## config.mk

```make
export PLATFORM = sky130hd
export DESIGN_NAME = led_bar_scheduler_flat
export DESIGN_NICKNAME = d
export VERILOG_FILES = /design/src/rtl/led_bar_scheduler_pkg.sv /design/src/rtl/led_bar_scheduler_if.sv /design/src/rtl/led_bar_scheduler_tick_gen.sv /design/src/rtl/led_bar_scheduler.sv /design/src/flat_wrapper.sv
export SDC_FILE = /design/constraint.sdc
export NUM_CORES = 1
export LEC_CHECK = 0
export BUFFER_PORTS_ARGS = -buffer_cell sky130_fd_sc_hd__buf_2
export CAP_MARGIN = 20
export CORE_MARGIN = 2
export CORE_UTILIZATION = 30
export DETAILED_ROUTE_END_ITERATION = 8
export SLEW_MARGIN = 0
export SYNTH_ARGS = -nofsm -noshare
export SYNTH_HDL_FRONTEND = slang
export SYNTH_SLANG_ARGS = --single-unit
```

## constraint.sdc

```tcl
create_clock -name clkin -period 4.7 [get_ports clkin]
set_input_delay 0.94 -clock clkin [delete_from_list [all_inputs] [get_ports clkin]]
set_output_delay 0.94 -clock clkin [all_outputs]
set_load 0.02 [all_outputs]
```

## src/rtl/led_bar_scheduler_pkg.sv

```systemverilog
// Shared types and constants for the LED bar scheduler.
package led_pkg;

  typedef enum logic [1:0] {
    IDLE = 2'd0,
    UP   = 2'd1,
    DOWN = 2'd2
  } state_t;

  localparam int LEVEL_W   = 3;
  localparam int LEVEL_MAX = 7;
  localparam int NUM_LED   = 7;

  // Thermometer code: the lowest lvl bits set.
  function automatic logic [NUM_LED-1:0] thermometer(input logic [LEVEL_W-1:0] lvl);
    logic [NUM_LED-1:0] t;
    t = '0;
    for (int i = 0; i < NUM_LED; i++) begin
      t[i] = (i < int'(lvl));
    end
    return t;
  endfunction

endpackage

```

## src/rtl/led_bar_scheduler_if.sv

```systemverilog
// Control/status bundle between a sequencer host and the LED bar scheduler.
interface led_bar_scheduler_if #(
  parameter int PWM_W = 8
);
  import led_pkg::*;

  logic                 start;
  logic                 stop;
  logic                 mode;
  logic [PWM_W-1:0]     bright;
  logic [NUM_LED-1:0]   led;
  logic [LEVEL_W-1:0]   level;
  logic                 busy;
  logic                 step_tick;

  modport master (
    output start, stop, mode, bright,
    input  led, level, busy, step_tick
  );

  modport slave (
    input  start, stop, mode, bright,
    output led, level, busy, step_tick
  );

endinterface

```

## src/rtl/led_bar_scheduler_tick_gen.sv

```systemverilog
// Step prescaler: counts enabled cycles and pulses tick on the last one of
// every TICK_DIV, wrapping to zero. clr wins over en.
module tick_gen #(
  parameter int TICK_DIV = 25000000
) (
  input  logic clkin,
  input  logic rst_n,
  input  logic en,
  input  logic clr,
  output logic tick
);

  localparam int CNT_W = (TICK_DIV > 2) ? $clog2(TICK_DIV) : 1;
  localparam logic [CNT_W-1:0] CNT_LAST = CNT_W'(TICK_DIV - 1);

  logic [CNT_W-1:0] cnt_q;

  // Prescaler register with synchronous reset, clear and wrap at the last count.
  always_ff @(posedge clkin) begin
    if (!rst_n) begin
      cnt_q <= '0;
    end else if (clr) begin
      cnt_q <= '0;
    end else if (en) begin
      if (cnt_q == CNT_LAST) begin
        cnt_q <= '0;
      end else begin
        cnt_q <= cnt_q + CNT_W'(1);
      end
    end
  end

  // Tick only while counting; the owner decides whether to apply it.
  assign tick = en && (cnt_q == CNT_LAST);

endmodule

```

## src/rtl/led_bar_scheduler.sv

```systemverilog
// LED bar-graph sequencer: steps a 0..7 level up (wrap or bounce) at a
// prescaled rate and drives a PWM-dimmed thermometer bar.
//
// state | meaning
// ------+------------------------------------------------------------
// IDLE  | not sequencing, bar dark, waiting for start
// UP    | level rises one segment per tick (wraps or turns at 7)
// DOWN  | bounce mode only: level falls one segment per tick to 0
module led_bar_scheduler
  import led_pkg::*;
#(
  parameter int TICK_DIV = 25000000,
  parameter int PWM_W    = 8
) (
  input  logic             clkin,
  input  logic             rst_n,
  led_bar_scheduler_if.slave bus
);

  localparam logic [LEVEL_W-1:0] LVL_TOP = LEVEL_W'(LEVEL_MAX);

  state_t               state_q, state_d;
  logic [LEVEL_W-1:0]   level_q, level_d;
  logic                 mode_q, mode_d;
  logic [PWM_W-1:0]     bright_q, bright_d;
  logic [PWM_W-1:0]     pwm_cnt_q;
  logic                 step_q, step_d;
  logic [NUM_LED-1:0]   led_q, led_d;
  logic                 presc_en, presc_clr;
  logic                 tick;
  logic                 pwm_on;

  tick_gen #(
    .TICK_DIV (TICK_DIV)
  ) u_tick (
    .clkin (clkin),
    .rst_n (rst_n),
    .en    (presc_en),
    .clr   (presc_clr),
    .tick  (tick)
  );

  // State, level, latched settings, PWM counter and registered outputs.
  always_ff @(posedge clkin) begin
    if (!rst_n) begin
      state_q   <= IDLE;
      level_q   <= '0;
      mode_q    <= 1'b0;
      bright_q  <= '0;
      pwm_cnt_q <= '0;
      step_q    <= 1'b0;
      led_q     <= '0;
    end else begin
      state_q   <= state_d;
      level_q   <= level_d;
      mode_q    <= mode_d;
      bright_q  <= bright_d;
      pwm_cnt_q <= pwm_cnt_q + PWM_W'(1);
      step_q    <= step_d;
      led_q     <= led_d;
    end
  end

  // Next-state and level sequencing; stop outranks both start and tick.
  always_comb begin
    state_d   = state_q;
    level_d   = level_q;
    mode_d    = mode_q;
    bright_d  = bright_q;
    step_d    = 1'b0;
    presc_en  = (state_q != IDLE);
    presc_clr = 1'b0;

    unique case (state_q)
      IDLE: begin
        if (bus.start && !bus.stop) begin
          state_d   = UP;
          level_d   = '0;
          mode_d    = bus.mode;
          bright_d  = bus.bright;
          presc_clr = 1'b1;
        end
      end

      UP: begin
        if (bus.stop) begin
          state_d   = IDLE;
          level_d   = '0;
          presc_clr = 1'b1;
        end else if (tick) begin
          step_d = 1'b1;
          if (level_q != LVL_TOP) begin
            level_d = level_q + LEVEL_W'(1);
          end else if (!mode_q) begin
            level_d = '0;
          end else begin
            state_d = DOWN;
            level_d = LVL_TOP - LEVEL_W'(1);
          end
        end
      end

      DOWN: begin
        if (bus.stop) begin
          state_d   = IDLE;
          level_d   = '0;
          presc_clr = 1'b1;
        end else if (tick) begin
          step_d = 1'b1;
          if (level_q != '0) begin
            level_d = level_q - LEVEL_W'(1);
          end else begin
            state_d = UP;
            level_d = LEVEL_W'(1);
          end
        end
      end

      default: begin
        state_d   = IDLE;
        level_d   = '0;
        presc_clr = 1'b1;
      end
    endcase
  end

  // Duty compare; all-ones brightness means fully on rather than 255/256.
  always_comb begin
    pwm_on = (&bright_q) | (pwm_cnt_q < bright_q);
  end

  // Bar drive lags level by one cycle; forced dark whenever heading to IDLE.
  always_comb begin
    led_d = '0;
    if (state_d != IDLE) begin
      led_d = thermometer(level_q) & {NUM_LED{pwm_on}};
    end
  end

  assign bus.led       = led_q;
  assign bus.level     = level_q;
  assign bus.busy      = (state_q != IDLE);
  assign bus.step_tick = step_q;

endmodule

```

## src/flat_wrapper.sv

```systemverilog
// flat-port wrapper written by rule: the top's interface ports become plain ports
module led_bar_scheduler_flat import led_pkg::*;
#(
  parameter int TICK_DIV = 25000000,
  parameter int PWM_W    = 8
)
  (clkin, rst_n, bus_start, bus_stop, bus_mode, bus_bright, bus_led, bus_level, bus_busy, bus_step_tick);
  led_bar_scheduler_if #(.PWM_W(PWM_W)) bus_i ();
  input  logic clkin;
  input  logic rst_n;
  input wire logic [$bits(bus_i.start)-1:0] bus_start;
  input wire logic [$bits(bus_i.stop)-1:0] bus_stop;
  input wire logic [$bits(bus_i.mode)-1:0] bus_mode;
  input wire logic [$bits(bus_i.bright)-1:0] bus_bright;
  output wire logic [$bits(bus_i.led)-1:0] bus_led;
  output wire logic [$bits(bus_i.level)-1:0] bus_level;
  output wire logic [$bits(bus_i.busy)-1:0] bus_busy;
  output wire logic [$bits(bus_i.step_tick)-1:0] bus_step_tick;
  assign bus_i.start = bus_start;
  assign bus_i.stop = bus_stop;
  assign bus_i.mode = bus_mode;
  assign bus_i.bright = bus_bright;
  assign bus_led = bus_i.led;
  assign bus_level = bus_i.level;
  assign bus_busy = bus_i.busy;
  assign bus_step_tick = bus_i.step_tick;
  led_bar_scheduler #(.TICK_DIV(TICK_DIV), .PWM_W(PWM_W)) u_core (.clkin(clkin), .rst_n(rst_n), .bus(bus_i));
endmodule
```

Word level (Yosys, flattened, before mapping). Index checks and enable logic that the tools add are counted.

Bits in registers: 55. Bits of input ports: 13. Logic and storage cells: 68.

$add $sub $neg: 4. Magnitude comparators: 8. Equal/unequal tests: 7. Multiplexer cells: 23. Bitwise gates (word level): 4. Reduce and logical (&&, ||, !) cells: 14.

Operators with widths (count): $add A25 B1 Y25 const B (1); $eq A25 B25 Y1 const B (1); $mux W25 (1); $mux W3 (8); $mux W2 (8); $lt A3 B3 Y1 const A (3); $pmux W3 S3 (1); $add A8 B1 Y8 const B (1); $lt A8 B8 Y1 (1); $reduce_and A8 Y1 (1); $and A7 B7 Y7 (1); $lt A1 B3 Y1 const A (2); $lt A2 B3 Y1 const A (2); $ne A3 B2 Y1 const B (2); $pmux W2 S3 (1); $reduce_and A2 Y1 (2); $reduce_bool A2 Y1 (2); $reduce_or A2 Y1 (2); $add A3 B1 Y3 const B (1); $mux W1 (3); $ne A3 B3 Y1 const B (1); $reduce_and A3 Y1 (1); $reduce_bool A3 Y1 (1); $reduce_or A3 Y1 (1); 10 further kinds (12).

Logic depth before layout (Yosys ltp).
Word-level depth: 7. Gate-level depth with buffers: 9. Mapped depth without buffers: 8.

Hierarchy. A second synthesis with hierarchy kept.

Cells, all modules: 319. Area total of the unflattened synthesis: 2890.3 um2.

By module, submodules not included: led_bar_scheduler (times used 1, cells each 180, area an instance 1677.9 um2, seq. area each 600.6 um2); tick_gen (times used 1, cells each 139, area an instance 1212.4 um2, seq. area each 500.5 um2).

Worst setup path before layout. No wires, ideal clock.

Path type: input port to flip-flop. Start point: input bus_start. End point: register u_core.led_q[1], in the netlist u_core.bus.led[1]. Data arrival time: 2.116 ns. Path slack: 2.445 ns. Stages on the path: 6. Cells stage by stage: nor2b_1 and2_1 clkbuf_1 a211o_2 a32oi_4 nor3_1.

Longest elaborated chain between the ends: 5.

Ends and longest elaborated chain: start: declaration (line flat_wrapper.sv:11) `input wire logic [$bits(bus_i.start)-1:0] bus_start;`; $logic_and A1 B1 Y1 (line led_bar_scheduler.sv:76) `if (bus.start && !bus.stop) begin`; $mux W2 (line led_bar_scheduler.sv:76); $pmux W2 S3 (line led_bar_scheduler.sv:74) `unique case (state_q)`; $reduce_bool A2 Y1 (line led_bar_scheduler.sv:135) `if (state_d != IDLE) begin`; $reduce_and A2 Y1 (no source line); end signal: assignment (line led_bar_scheduler.sv:60) `led_q <= led_d;`; end: declaration (line led_bar_scheduler.sv:28) `logic [NUM_LED-1:0] led_q, led_d;`.

No other way between the ends. A chain may end at the register's enable or synchronous reset.

Final worst setup path.
Start point: register u_core.state_q[0]. End point: register u_core.u_tick.cnt_q[11].

Longest elaborated chain between the ends: 4.

Ends and longest elaborated chain: start: declaration (line led_bar_scheduler.sv:22) `state_t state_q, state_d;`; start signal: assignment (line led_bar_scheduler.sv:54) `state_q <= state_d;`; $eq A2 B1 Y1 / $eq A2 B2 Y1 (equally long branches) (line led_bar_scheduler.sv:74); $reduce_or A2 Y1 (no source line); $pmux W1 S2 (line led_bar_scheduler.sv:74); $reduce_or A2 Y1 (no source line); end signal: assignment (line led_bar_scheduler_tick_gen.sv:28) `cnt_q <= cnt_q + CNT_W'(1);`; end: declaration (line led_bar_scheduler_tick_gen.sv:16) `logic [CNT_W-1:0] cnt_q;`.

Several ways; a longest one is shown, not always the timed one.

==> results.json <==
{
  "synthCells": 305,
  "area_growth_pct": 11.5,
  "path_max_fanout": 14,
  "hp-start": "u_core.bright_q[4]$_SDFFE_PN0P_",
  "rsz0062_at_grt": "no",
  "ir_worst_vdd_mv": 0.128,
  "period_needed_ps": 2560,
  "syn_area_per_cell_um2": 9.07,
  "routed_wl_um": 5240,
  "postCtsSetupRepairBufs": 0,
  "drtAntennaViolNets": 0,
  "finClkSkew_ps": 6.56,
  "crit_start": "u_core.state_q[0]$_SDFF_PN0_",
  "netSwitchingFraction": 0.247,
  "synth-seq-cells": 55,
  "via_per_inst": 4.69,
  "finish.utilization": 0.339,
  "final_cells": 442,
  "synth_cell_types": 46,
  "dp_hpwl_um": 3930,
  "synth.area.top_cells": "dfxtp_1 (40%), ha_1 (7.7%), xnor2_1 (4.7%)",
  "hold_path.class": "flip-flop to flip-flop",
  "whs_endpoint": "u_core.bright_q[4]$_SDFFE_PN0P_",
  "rr_startpoint": "u_core.state_q[0]$_SDFF_PN0_",
  "relSlewSlack": 0.569,
  "drtPass1Iterations": 4,
  "cts.sink_count": 55,
  "grt_max_degree": 26,
  "antenna_found_initial": 0,
  "syn_nets": 335,
  "max_clock_freq_mhz": 390,
  "num_vias": 2071,
  "drv_cap": 0,
  "status": "completed",
  "endpoint_kind": "flip-flop",
  "reg2regPathDepth": 8,
  "initial_utilization": 0.304,
  "final_nets": 360,
  "clockBufferDepth": 2,
  "r2r_end": "u_core.u_tick.cnt_q[11]$_SDFFE_PP0N_",
  "cts_tree": "built",
  "criticalPathCategory": "flip-flop to flip-flop",
  "setup_viol": 0,
  "root_buffer": "clkbuf_8",
  "drive_above_1_share": 0.136,
  "power.leakage_nw": 1.20,
  "whs_path_depth": 2,
  "power_density_mw_per_mm2": 260,
  "dieArea_mm2": 0.0100,
  "diodes": 0,
  "cp-start-kind": "flip-flop",
  "netlist.area_leader.share": 0.398,
  "fp.coreArea_mm2": 0.00911,
  "grt_usage": 0.110,
  "die_h_um": 100,
  "tns_ps": 0,
  "synthArstFlopShare": 0,
  "cts_hold_buffers": 0,
  "die_w_um": 100,
  "h-tree-depth": 2,
  "hold_violations": 0,
  "clkPwrFrac": 0.315,
  "seqPwrFrac": 0.597,
  "power_frac_comb": 0.087,
  "gr-total-overflow": 0,
  "rrSetupSlack_ps": 2140,
  "place_congestion": 0.812,
  "ios": 25,
  "intPower_uw": 605,
  "ys.flop_type": "dfxtp_1",
  "clk_pin_slew_ps": 90,
  "wl_per_cell_um": 11.8,
  "tightest_slew_ps": 647,
  "post-route-period-util": 0.545,
  "yosysSeqAreaShare": 0.398,
  "grt_pass1_vias": 2035,
  "port_buffers": 24,
  "synth_edf_count": 0,
  "slew_violations": 0,
  "yosysTopAreaCell": "dfxtp_1",
  "clkLatencyLatePin_ps": 300,
  "grt_first_pass_wirelength_um": 9120,
  "syn_area_mm2": 0.00277,
  "cts_resized": 0,
  "ys_warn_count": 0,
  "numCtsBuffers": 5,
  "cp_data_required_time_ps": 4900,
  "detail_route.iter0.violations": 44,
  "arrival_ps": 2760,
  "finalPower_uw": 804,
  "p_sw_uw": 199,
  "drc": 0,
  "std_cell_rows": 35,
  "dp_cells": 433
}
## worst max path at each step
stage	slack, ps	endpoint	depth (start not counted)
floorplan	2450	u_core.bus.led[1]$_SDFF_PN0_	6
global placement	1750	u_core.u_tick.cnt_q[8]$_SDFFE_PP0N_	4
detailed placement	1730	u_core.u_tick.cnt_q[8]$_SDFFE_PP0N_	4
CTS	1920	u_core.u_tick.cnt_q[8]$_SDFFE_PP0N_	7
global route	1970	u_core.u_tick.cnt_q[13]$_SDFFE_PP0N_	8
finish	2140	u_core.u_tick.cnt_q[11]$_SDFFE_PP0N_	8
## power groups by stage
stage | clock, mW | sequential [mW] | combinational (mW)
2_1_floorplan | 0 | 0.489 | 0.0523
3_3_place_gp | 0 | 0.491 | 0.0679
3_5_place_dp | 0 | 0.491 | 0.0691
4_1_cts | 0.265 | 0.480 | 0.0694
5_1_grt | 0.282 | 0.482 | 0.0794
6_report | 0.253 | 0.480 | 0.0703
## cells in the mapped netlist, drive strengths merged, types with 3 or more instances
master  instances
dfxtp          55
nor2           31
nand2          29
nand3          24
ha             17
inv            17
xnor2          15
xor2           14
a21boi         10
and2           10
nor3           10
a21oi           8
and3            8
mux2i           6
nand4           6
nor2b           6
clkbuf          4
nor3b           4
buf             3
nor4            3
o22ai           3
## state kept, by name, indices dropped and copies added (netlist names)
signal,cells
u_core.state_q,2
u_core.bus.led,7
u_core.pwm_cnt_q,8
u_core.u_tick.cnt_q,25
u_core.bus.level,3
u_core.bright_q,8
u_core.mode_q,1
u_core.bus.step_tick,1
## layout make-up
cell class,instances,area [um2]
Timing Repair Buffer,25,131
Clock buffer,6,72.6
Inverter,17,63.8
Fill cell,956,6020
Clock inverter,2,12.5
Tap cell,111,139
Sequential cell,55,1100
Multi-Input combinational cell,226,1570
## cells by family (layout without fill, tap and decap cells)
family                   Yosys count  count (layout)  synth area share
AND/OR/NAND/NOR                  142             142             0.286
multiplexers                       6               6            0.0217
adder cells (fa/ha/maj)           17              17            0.0769
buffers and inverters             24              50            0.0362
AO/OA/AOI/OAI                     32              32            0.0891
flip-flops                        55              55             0.398
XOR/XNOR                          29              29            0.0918
## per-stage QoR
stage / worst slack [ps] / hold WS [ps] / cell area [um2]
2_1_floorplan: 2450 / 425 / 2770
3_3_place_gp: 1750 / 453 / 2990
3_5_place_dp: 1730 / 468 / 2990
4_1_cts: 1920 / 492 / 3070
5_1_grt: 1970 / 515 / 3090
6_report: 2140 / 489 / 3090
## per-layer routing
metal / global-route usage / wire length (um)
met5: 0 / 0
met4: 0.0232 / 39
met3: 0.0272 / 148
met2: 0.181 / 2400
met1: 0.147 / 2650
## layout by cell type, fill, tap and decap left out, types with 3 or more instances in the layout
cell	synthesis	routed
dfxtp_1	55	55
nor2_1	31	31
nand2_1	29	29
buf_2	2	24
nand3_1	22	22
inv_1	17	17
ha_1	17	17
xnor2_1	15	15
xor2_1	14	14
and2_1	10	10
a21boi_0	10	10
nor3_1	10	10
and3_1	8	8
a21oi_1	8	8
nor2b_1	6	6
mux2i_1	6	6
nand4_1	5	5
clkbuf_8	0	5
nor3b_1	3	3
o22ai_1	3	3
## worst max-delay path, cell delays in order (launching register included)
cell and delay (ps):
dfxtp_1 410, inv_1 80, ha_1 310, and4b_2 410, nand3_4 140, nor4_4 330
nand4b_1 480, buf_6 240, nor2_1 60
(Power assumes the default switching activity.)
